### src/rtl/sobel_window_gen_pkg.sv
// -----------------------------------------------------------------------------
// sobel_window_gen_pkg
// Shared constants for the Sobel window generator and its line buffers.
//   MAX_PIXEL_BITS : grayscale pixel width delivered by the control stage
//   WINDOW_SIZE    : side length of the square neighbourhood (3x3)
//   WINDOW_ELEMS   : number of pixels in one window
// -----------------------------------------------------------------------------
package sobel_window_gen_pkg;

    localparam int MAX_PIXEL_BITS = 8;
    localparam int WINDOW_SIZE    = 3;
    localparam int WINDOW_ELEMS   = WINDOW_SIZE * WINDOW_SIZE;

endpackage

### src/rtl/sobel_line_buffer.sv
// -----------------------------------------------------------------------------
// sobel_line_buffer
// Fixed-length shift register holding one image row. Each enabled cycle shifts
// i_data in and exposes the sample written DEPTH enables earlier on o_data,
// i.e. the pixel directly above the incoming one.
// Ports:
//   i_clk  : clock, rising edge
//   i_en   : shift enable (accepted pixel)
//   i_data : sample shifted in
//   o_data : oldest stored sample (combinational from the last stage)
// Storage is deliberately unreset; the consumer never exposes stale rows.
// -----------------------------------------------------------------------------
module sobel_line_buffer #(
    parameter int DEPTH = 32,
    parameter int WIDTH = 8
) (
    input  logic             i_clk,
    input  logic             i_en,
    input  logic [WIDTH-1:0] i_data,
    output logic [WIDTH-1:0] o_data
);

    logic [WIDTH-1:0] r_mem [DEPTH];

    always_ff @(posedge i_clk) begin
        if (i_en) begin
            r_mem[0] <= i_data;
            for (int i = 1; i < DEPTH; i++) begin
                r_mem[i] <= r_mem[i-1];
            end
        end
    end

    assign o_data = r_mem[DEPTH-1];

endmodule

### src/rtl/sobel_window_gen.sv
// -----------------------------------------------------------------------------
// sobel_window_gen
// Builds 3x3 pixel neighbourhoods from a raster pixel stream for a Sobel core.
// Two row-deep line buffers supply the two rows above the incoming pixel; a
// 3x3 register shifts left one column per accepted pixel.
// Ports:
//   clk_i          : clock, rising edge
//   reset_i        : asynchronous active-high reset
//   px_valid_i     : pixel accepted this cycle
//   px_data_i      : grayscale pixel
//   sof_i          : start of frame, qualified by px_valid_i
//   window_o       : element k=3*r+c at [k*MAX_PIXEL_BITS +: MAX_PIXEL_BITS]
//   window_valid_o : window_o is a complete in-frame window (1-cycle latency)
//   frame_done_o   : pulse alongside the final window of the frame
// -----------------------------------------------------------------------------
module sobel_window_gen
    import sobel_window_gen_pkg::*;
#(
    parameter int IMG_WIDTH  = 32,
    parameter int IMG_HEIGHT = 32
) (
    input  logic                                   clk_i,
    input  logic                                   reset_i,
    input  logic                                   px_valid_i,
    input  logic [MAX_PIXEL_BITS-1:0]              px_data_i,
    input  logic                                   sof_i,
    output logic [WINDOW_ELEMS*MAX_PIXEL_BITS-1:0] window_o,
    output logic                                   window_valid_o,
    output logic                                   frame_done_o
);

    localparam int CW = $clog2(IMG_WIDTH);
    localparam int RW = $clog2(IMG_HEIGHT);
    localparam logic [CW-1:0] LAST_COL = CW'(IMG_WIDTH - 1);
    localparam logic [RW-1:0] LAST_ROW = RW'(IMG_HEIGHT - 1);
    localparam logic [CW-1:0] MIN_COL  = CW'(WINDOW_SIZE - 1);
    localparam logic [RW-1:0] MIN_ROW  = RW'(WINDOW_SIZE - 1);

    logic [CW-1:0]             r_col;
    logic [RW-1:0]             r_row;
    logic [CW-1:0]             w_col;
    logic [RW-1:0]             w_row;
    logic [MAX_PIXEL_BITS-1:0] w_lb0;
    logic [MAX_PIXEL_BITS-1:0] w_lb1;
    logic [MAX_PIXEL_BITS-1:0] w_new_col [WINDOW_SIZE];
    logic                      w_win_ok;
    logic                      w_last_px;

    logic [WINDOW_ELEMS-1:0][MAX_PIXEL_BITS-1:0] r_win;
    logic                                        r_win_valid;
    logic                                        r_frame_done;

    // An accepted sof pixel is position (0,0) no matter where the counters are.
    assign w_col = sof_i ? '0 : r_col;
    assign w_row = sof_i ? '0 : r_row;

    // Column gating keeps windows from straddling a row wrap.
    assign w_win_ok  = (w_row >= MIN_ROW) && (w_col >= MIN_COL);
    assign w_last_px = (w_row == LAST_ROW) && (w_col == LAST_COL);

    sobel_line_buffer #(
        .DEPTH (IMG_WIDTH),
        .WIDTH (MAX_PIXEL_BITS)
    ) u_line_buf0 (
        .i_clk  (clk_i),
        .i_en   (px_valid_i),
        .i_data (px_data_i),
        .o_data (w_lb0)
    );

    sobel_line_buffer #(
        .DEPTH (IMG_WIDTH),
        .WIDTH (MAX_PIXEL_BITS)
    ) u_line_buf1 (
        .i_clk  (clk_i),
        .i_en   (px_valid_i),
        .i_data (w_lb0),
        .o_data (w_lb1)
    );

    // Incoming column, top to bottom.
    assign w_new_col[0] = w_lb1;
    assign w_new_col[1] = w_lb0;
    assign w_new_col[2] = px_data_i;

    always_ff @(posedge clk_i or posedge reset_i) begin
        if (reset_i) begin
            r_col <= '0;
            r_row <= '0;
        end else if (px_valid_i) begin
            if (w_col == LAST_COL) begin
                r_col <= '0;
                r_row <= (w_row == LAST_ROW) ? '0 : w_row + RW'(1);
            end else begin
                r_col <= w_col + CW'(1);
                r_row <= w_row;
            end
        end
    end

    always_ff @(posedge clk_i or posedge reset_i) begin
        if (reset_i) begin
            r_win <= '0;
        end else if (px_valid_i) begin
            for (int r = 0; r < WINDOW_SIZE; r++) begin
                for (int c = 0; c < WINDOW_SIZE - 1; c++) begin
                    r_win[r*WINDOW_SIZE + c] <= r_win[r*WINDOW_SIZE + c + 1];
                end
                r_win[r*WINDOW_SIZE + WINDOW_SIZE - 1] <= w_new_col[r];
            end
        end
    end

    always_ff @(posedge clk_i or posedge reset_i) begin
        if (reset_i) begin
            r_win_valid  <= 1'b0;
            r_frame_done <= 1'b0;
        end else begin
            r_win_valid  <= px_valid_i && w_win_ok;
            r_frame_done <= px_valid_i && w_last_px;
        end
    end

    assign window_o       = r_win;
    assign window_valid_o = r_win_valid;
    assign frame_done_o   = r_frame_done;

endmodule

### config.mk
export PLATFORM = sky130hd
export DESIGN_NAME = sobel_window_gen
export DESIGN_NICKNAME = d
export VERILOG_FILES = /design/src/rtl/sobel_window_gen_pkg.sv /design/src/rtl/sobel_line_buffer.sv /design/src/rtl/sobel_window_gen.sv
export SDC_FILE = /design/constraint.sdc
export NUM_CORES = 1
export LEC_CHECK = 0
export BUFFER_PORTS_ARGS = -buffer_cell sky130_fd_sc_hd__clkbuf_2
export CAP_MARGIN = 5
export CORE_MARGIN = 2
export CORE_UTILIZATION = 60
export CTS_CLUSTER_DIAMETER = 100
export DETAILED_ROUTE_END_ITERATION = 8
export HOLD_SLACK_MARGIN = 0.08
export PLACE_DENSITY = 0.79
export REMOVE_ABC_BUFFERS = 1
export SYNTH_ARGS = -nofsm -noshare
export SYNTH_HDL_FRONTEND = slang
export SYNTH_SLANG_ARGS = --single-unit
### constraint.sdc
create_clock -name clk_i -period 6.01 [get_ports clk_i]
set_input_delay 1.803 -clock clk_i [delete_from_list [all_inputs] [get_ports clk_i]]
set_output_delay 1.803 -clock clk_i [all_outputs]
set_load 0.02 [all_outputs]
# --- After elaboration in Yosys (flattened, before gate mapping) ---
# Memory sizes are Yosys's and may differ from the RTL's. A register that Yosys moved wholly into a read port is not among the register bits.
# Cells that the tools add are included.
classes:
  add_sub_neg: 2
  magnitude_cmp: 2
  n_eq_ne: 2
  muxes: 7
  n_reduce_logical: 4
ops:
  columns: ["op", "n"]
  rows:
  - ["2-to-1 mux 5 bit", 5]
  - ["adder 5 x 1 -> 5 bit, second input constant", 2]
  - ["equality test 5 bit, second input constant", 2]
  - ["greater-or-equal comparator 5 x 2 -> 1 bit, second input constant", 2]
  - ["logical AND 1 bit", 4]
  - ["2-to-1 mux 1 bit", 2]
totals:
  register_bits: 76
  ram_bits: 512
  in_bits: 12
  out_inout_bits: 74
  n_memories: 2
memory_table:
  columns: ["name", "words", "word_bits", "read_ports", "rd_clocked_by_memory_dff", "wr", "line", "rtl"]
  rows:
  - ["u_line_buf0.r_mem", 32, 8, 32, 0, 32, "sobel_line_buffer.sv:23", "logic [WIDTH-1:0] r_mem [DEPTH];"]
  - ["u_line_buf1.r_mem", 32, 8, 32, 1, 32, "sobel_line_buffer.sv:23", null]

# --- Depth between registers and ports, before layout ---
logic_depth:
  ltp_word: 4
  mapped_depth: 10
  depth_no_buf: 8

# --- By module ---
# A second synthesis with hierarchy kept.
hier_totals:
  cells_unflattened: 750
  hier_area_um2: 18831.8
by_module_without_submodules:
  columns: ["module", "n_inst", "cells_each", "area_each_um2", "seq_area_each_um2"]
  rows:
  - ["sobel_line_buffer", 2, 264, 7747.4, 7687.4]
  - ["sobel_window_gen", 1, 222, 3337.0, 2102.0]

# --- Worst setup path before layout ---
# Ideal clock, no wire load.
synth_timing:
  path_type: "in2reg"
  startpoint: "input port sof_i"
  endpoint: "register r_row[2]"
  setup_ns: 0.090
  arrival_time_ns: 3.331
  required_ns: 5.920
  slack_ns: 2.589
  stages: 10
  n_path_buf: 2
  path_cell_list: "buf_2 > nor2b_1 > ha_1 > nand2_1 > nor2_1 > ha_1 > buf_4 > nand2_1 > or4_1 > o221ai_1"
synth_via:
  elab_chain_cells: 4
synth_rtl:
  columns: ["item", "line", "rtl"]
  rows:
  - ["start: declaration", "sobel_window_gen.sv:26", "input logic sof_i,"]
  - ["2-to-1 mux 5 bit", "sobel_window_gen.sv:55", "assign w_row = sof_i ? '0 : r_row;"]
  - ["adder 5 x 1 -> 5 bit / equality test 5 bit (equally long branches)", "sobel_window_gen.sv:93", "r_row <= (w_row == LAST_ROW) ? '0 : w_row + RW'(1);"]
  - ["2-to-1 mux 5 bit", "sobel_window_gen.sv:93", null]
  - ["2-to-1 mux 5 bit (*)", "sobel_window_gen.sv:91", "if (w_col == LAST_COL) begin"]
  - ["end signal: assignment", "sobel_window_gen.sv:93", null]
  - ["end signal: assignment", "sobel_window_gen.sv:96", "r_row <= w_row;"]
  - ["end: declaration", "sobel_window_gen.sv:40", "logic [RW-1:0] r_row;"]
# Every way passes the cells marked *; elsewhere a longest branch is shown, timed or not.
# A chain may end at the register's enable or synchronous reset.

# --- Worst setup path in the final report ---
# Ends and elaborated chain as after synthesis.

==> flow_summary_export.csv <==
group,metric,value,unit
pwr,p_leak,7.78,nW
placed_design,routabilityCongestion,0.681,
global_route,grt_pass1_vias,6791,
finish,drive_gt1_share,27.7,%
pwr,max-vdd-ir-drop,0.000282,V
finish,nNetsFinal,887,
run_status,status,"completed",
clocking,insertion_delay,550,ps
route,drt.antenna.violating_nets,0,
finish,final_util,70.3,%
floorplan,die_w,181,um
setup_path,critPathArrivalTime,3720,ps
synth,synth_compound_area_share,0.542,%
sta,fin_skew,11.1,ps
clocking,clk_pin_slew,60,ps
sta,slew_headroom,26.6,%
global_route,grt_start_max_net_pins,137,
synth,synth_simple_gate_area_share,0.796,%
clocking,cts.sinks,596,
synth,muxShareOfSynthArea,4.51,%
synth,avgSynthCellArea,25.6,um2
sta,finalSetupTns,0,ps
synth,ys_warn_count,0,
synth,synthDistinctLibCells,28,
sta,hold_slack,414,ps
flow_run,cap_violations,0,
clocking,cts_tree,"done",
clocking,clockBufferDepth,3,
synth,netlist_area,0.0187,mm2
min_path,holdCritPathClass,"flip-flop to flip-flop",
synth,synth_xor_area_share,0,%
floorplan,coreArea,0.0307,mm2
floorplan,floorplan.initialDensity,61.0,%
route,route.detailed.drc,0,
global_route,grt_pass1_wl,35400,um
clocking,cts_buffers,55,
global_route,overflow,0,
clocking,cts_root_buf,"clkbuf_16",
sta,worst_slew_pin_slew,1100,ps
finish,fillers,1785,
sta,max_freq,0.307,GHz
route,viasPerCell,5.23,
finish,final_common_cell,"edfxtp_1",
synth,synth_seq_area_share,93.4,%
setup_path,crit_fanout,14,
setup_path,critPathKind,"primary input to flip-flop",
placed_design,postPlaceCellArea,0.0197,mm2
finish,multi_input_area,0.00114,mm2
route,drtPass1Iterations,4,
synth,synthCells,731,
finish,fin_area,0.0216,mm2
finish,ff_latch_area,0.0175,mm2
floorplan,die_h,181,um
clocking,h-tree-depth,2,
synth,synth_top_family_by_area,"multiplexers",
finish,area_growth,15.2,%
floorplan,dieArea,0.0326,mm2
route,routed_wl,21900,um
setup_path,cp.required,6460,ps
placed_design,io_buffers,85,
sta,fin_crit,3260,ps
finish,num_antenna_cells,0,
synth,synth-adder-area-share,0.267,%
sta,rsz0062_at_grt,"false",
route,initialDrtViolationCount,662,
placed_design,dpl.hpwl,10300,um
synth,ys_seq_elements,596,
floorplan,io_pins,86,
sta,slew_violations,0,
floorplan,row_count,64,
setup_path,start_kind,"primary input",
global_route,antenna_found_initial,0,
clocking,cts_resized,0,
sta,hold_viol,0,
sta,setup_viol,0,
pwr,power_density,406,mW/mm2
sta,finalCritPeriodShare,54.3,%
finish,final_cell_mix,"edfxtp_1 (512), dfrtp_1 (84), clkbuf_2 (84)",
route,via_count,6867,
route,wl_per_cell,16.7,um
setup_path,cp-end-kind,"flip-flop",
clocking,post_cts_buffers,0,
clocking,hold_buffers,0,
global_route,grt.total_usage,13.5,%
[cells in the mapped netlist]
cell	n	area share [%]
nor4_1	3	0.10
inv_2	1	0.020
a32o_1	2	0.11
ha_1	4	0.27
buf_4	7	0.28
nor2b_1	4	0.13
nand3b_1	1	0.040
a21oi_1	3	0.080
nor3_1	1	0.027
o21ai_1	1	0.027
and3_1	2	0.067
nand2_1	3	0.060
a22o_1	2	0.094
dfrtp_1	84	11
a221o_1	1	0.053
nor2_1	5	0.10
inv_1	4	0.080
edfxtp_1	512	82
o21ai_0	2	0.053
or4_1	2	0.080
nand3_1	1	0.027
o31ai_1	2	0.080
o221ai_1	1	0.047
mux2_2	74	4.5
nand2b_1	3	0.10
nand4bb_1	1	0.060
mux2i_1	1	0.053
buf_2	4	0.11
[final timing paths]
check	start	to	slack, ps	cells after the start
min in group asynchronous	reset_i	window_o[0]$_DFFE_PP0P_	1310	2
min reg2reg	u_line_buf1.r_mem[3][5]$_DFFE_PP_	u_line_buf1.r_mem[4][5]$_DFFE_PP_	410	0
max	sof_i	r_row[2]$_DFFE_PP0P_	2750	9
max reg2reg	r_col[0]$_DFFE_PP0P_	r_row[2]$_DFFE_PP0P_	3850	8
max in group asynchronous	reset_i	window_o[47]$_DFFE_PP0P_	3690	3
min	u_line_buf1.r_mem[3][5]$_DFFE_PP_	u_line_buf1.r_mem[4][5]$_DFFE_PP_	410	0
[critical path: stages]
cell and delay [ps]:
clkbuf_2 190, nor2b_1 230, ha_1 220, nand2_1 70, nor2_1 100, ha_1 330
nand2_1 140, or4_1 530, o221ai_1 100
[sequential cells by signal (all words and copies together), names as in the netlist]
register,flops
window_valid_o,1
frame_done_o,1
window_o,72
u_line_buf0.r_mem,256
r_col,5
u_line_buf1.r_mem,256
r_row,5
[cell type report]
class	count	area share, %
Multi-Input combinational cell	119	5.30
Tap cell	396	2.30
Sequential cell	596	81.1
Clock inverter	34	1.76
Timing Repair Buffer	94	2.62
Clock buffer	69	6.86
Inverter	5	0.0987
[logic make-up (layout without fill, tap and decap cells)]
family / after synthesis / in the layout
flops: 596 / 596
mux: 75 / 75
simple gates: 26 / 26
buf+inv: 16 / 202
compound gates: 14 / 14
fa+ha+maj: 4 / 4
[routing by layer]
layer	wire (um)	part of all wire (%)	track usage (%)	vias to the layer above
met1	10900	50	21.1	3504
li1	-	-	-	3172
met2	9610	44	19.5	157
met4	392	1.8	4.00	0
met5	0	0	0	-
met3	954	4.4	2.97	34
[where the power goes]
group	leakage, nW	internal [mW]	total, mW	switching [mW]
Combinational	0.854	0.132	0.365	0.233
Clock	0.914	2.09	3.48	1.39
Sequential	6.02	4.80	4.91	0.107
[per-stage QoR]
stage               std cells  power [mW]  setup slack, ps
floorplan                 720        5.15             2040
global placement         1210        5.34             2350
detailed placement       1210        5.36             2200
CTS                      1313        8.88             2790
global route             1313        9.09             2620
finish                   1313        8.76             2750
Power figures use the tool's default switching activity.
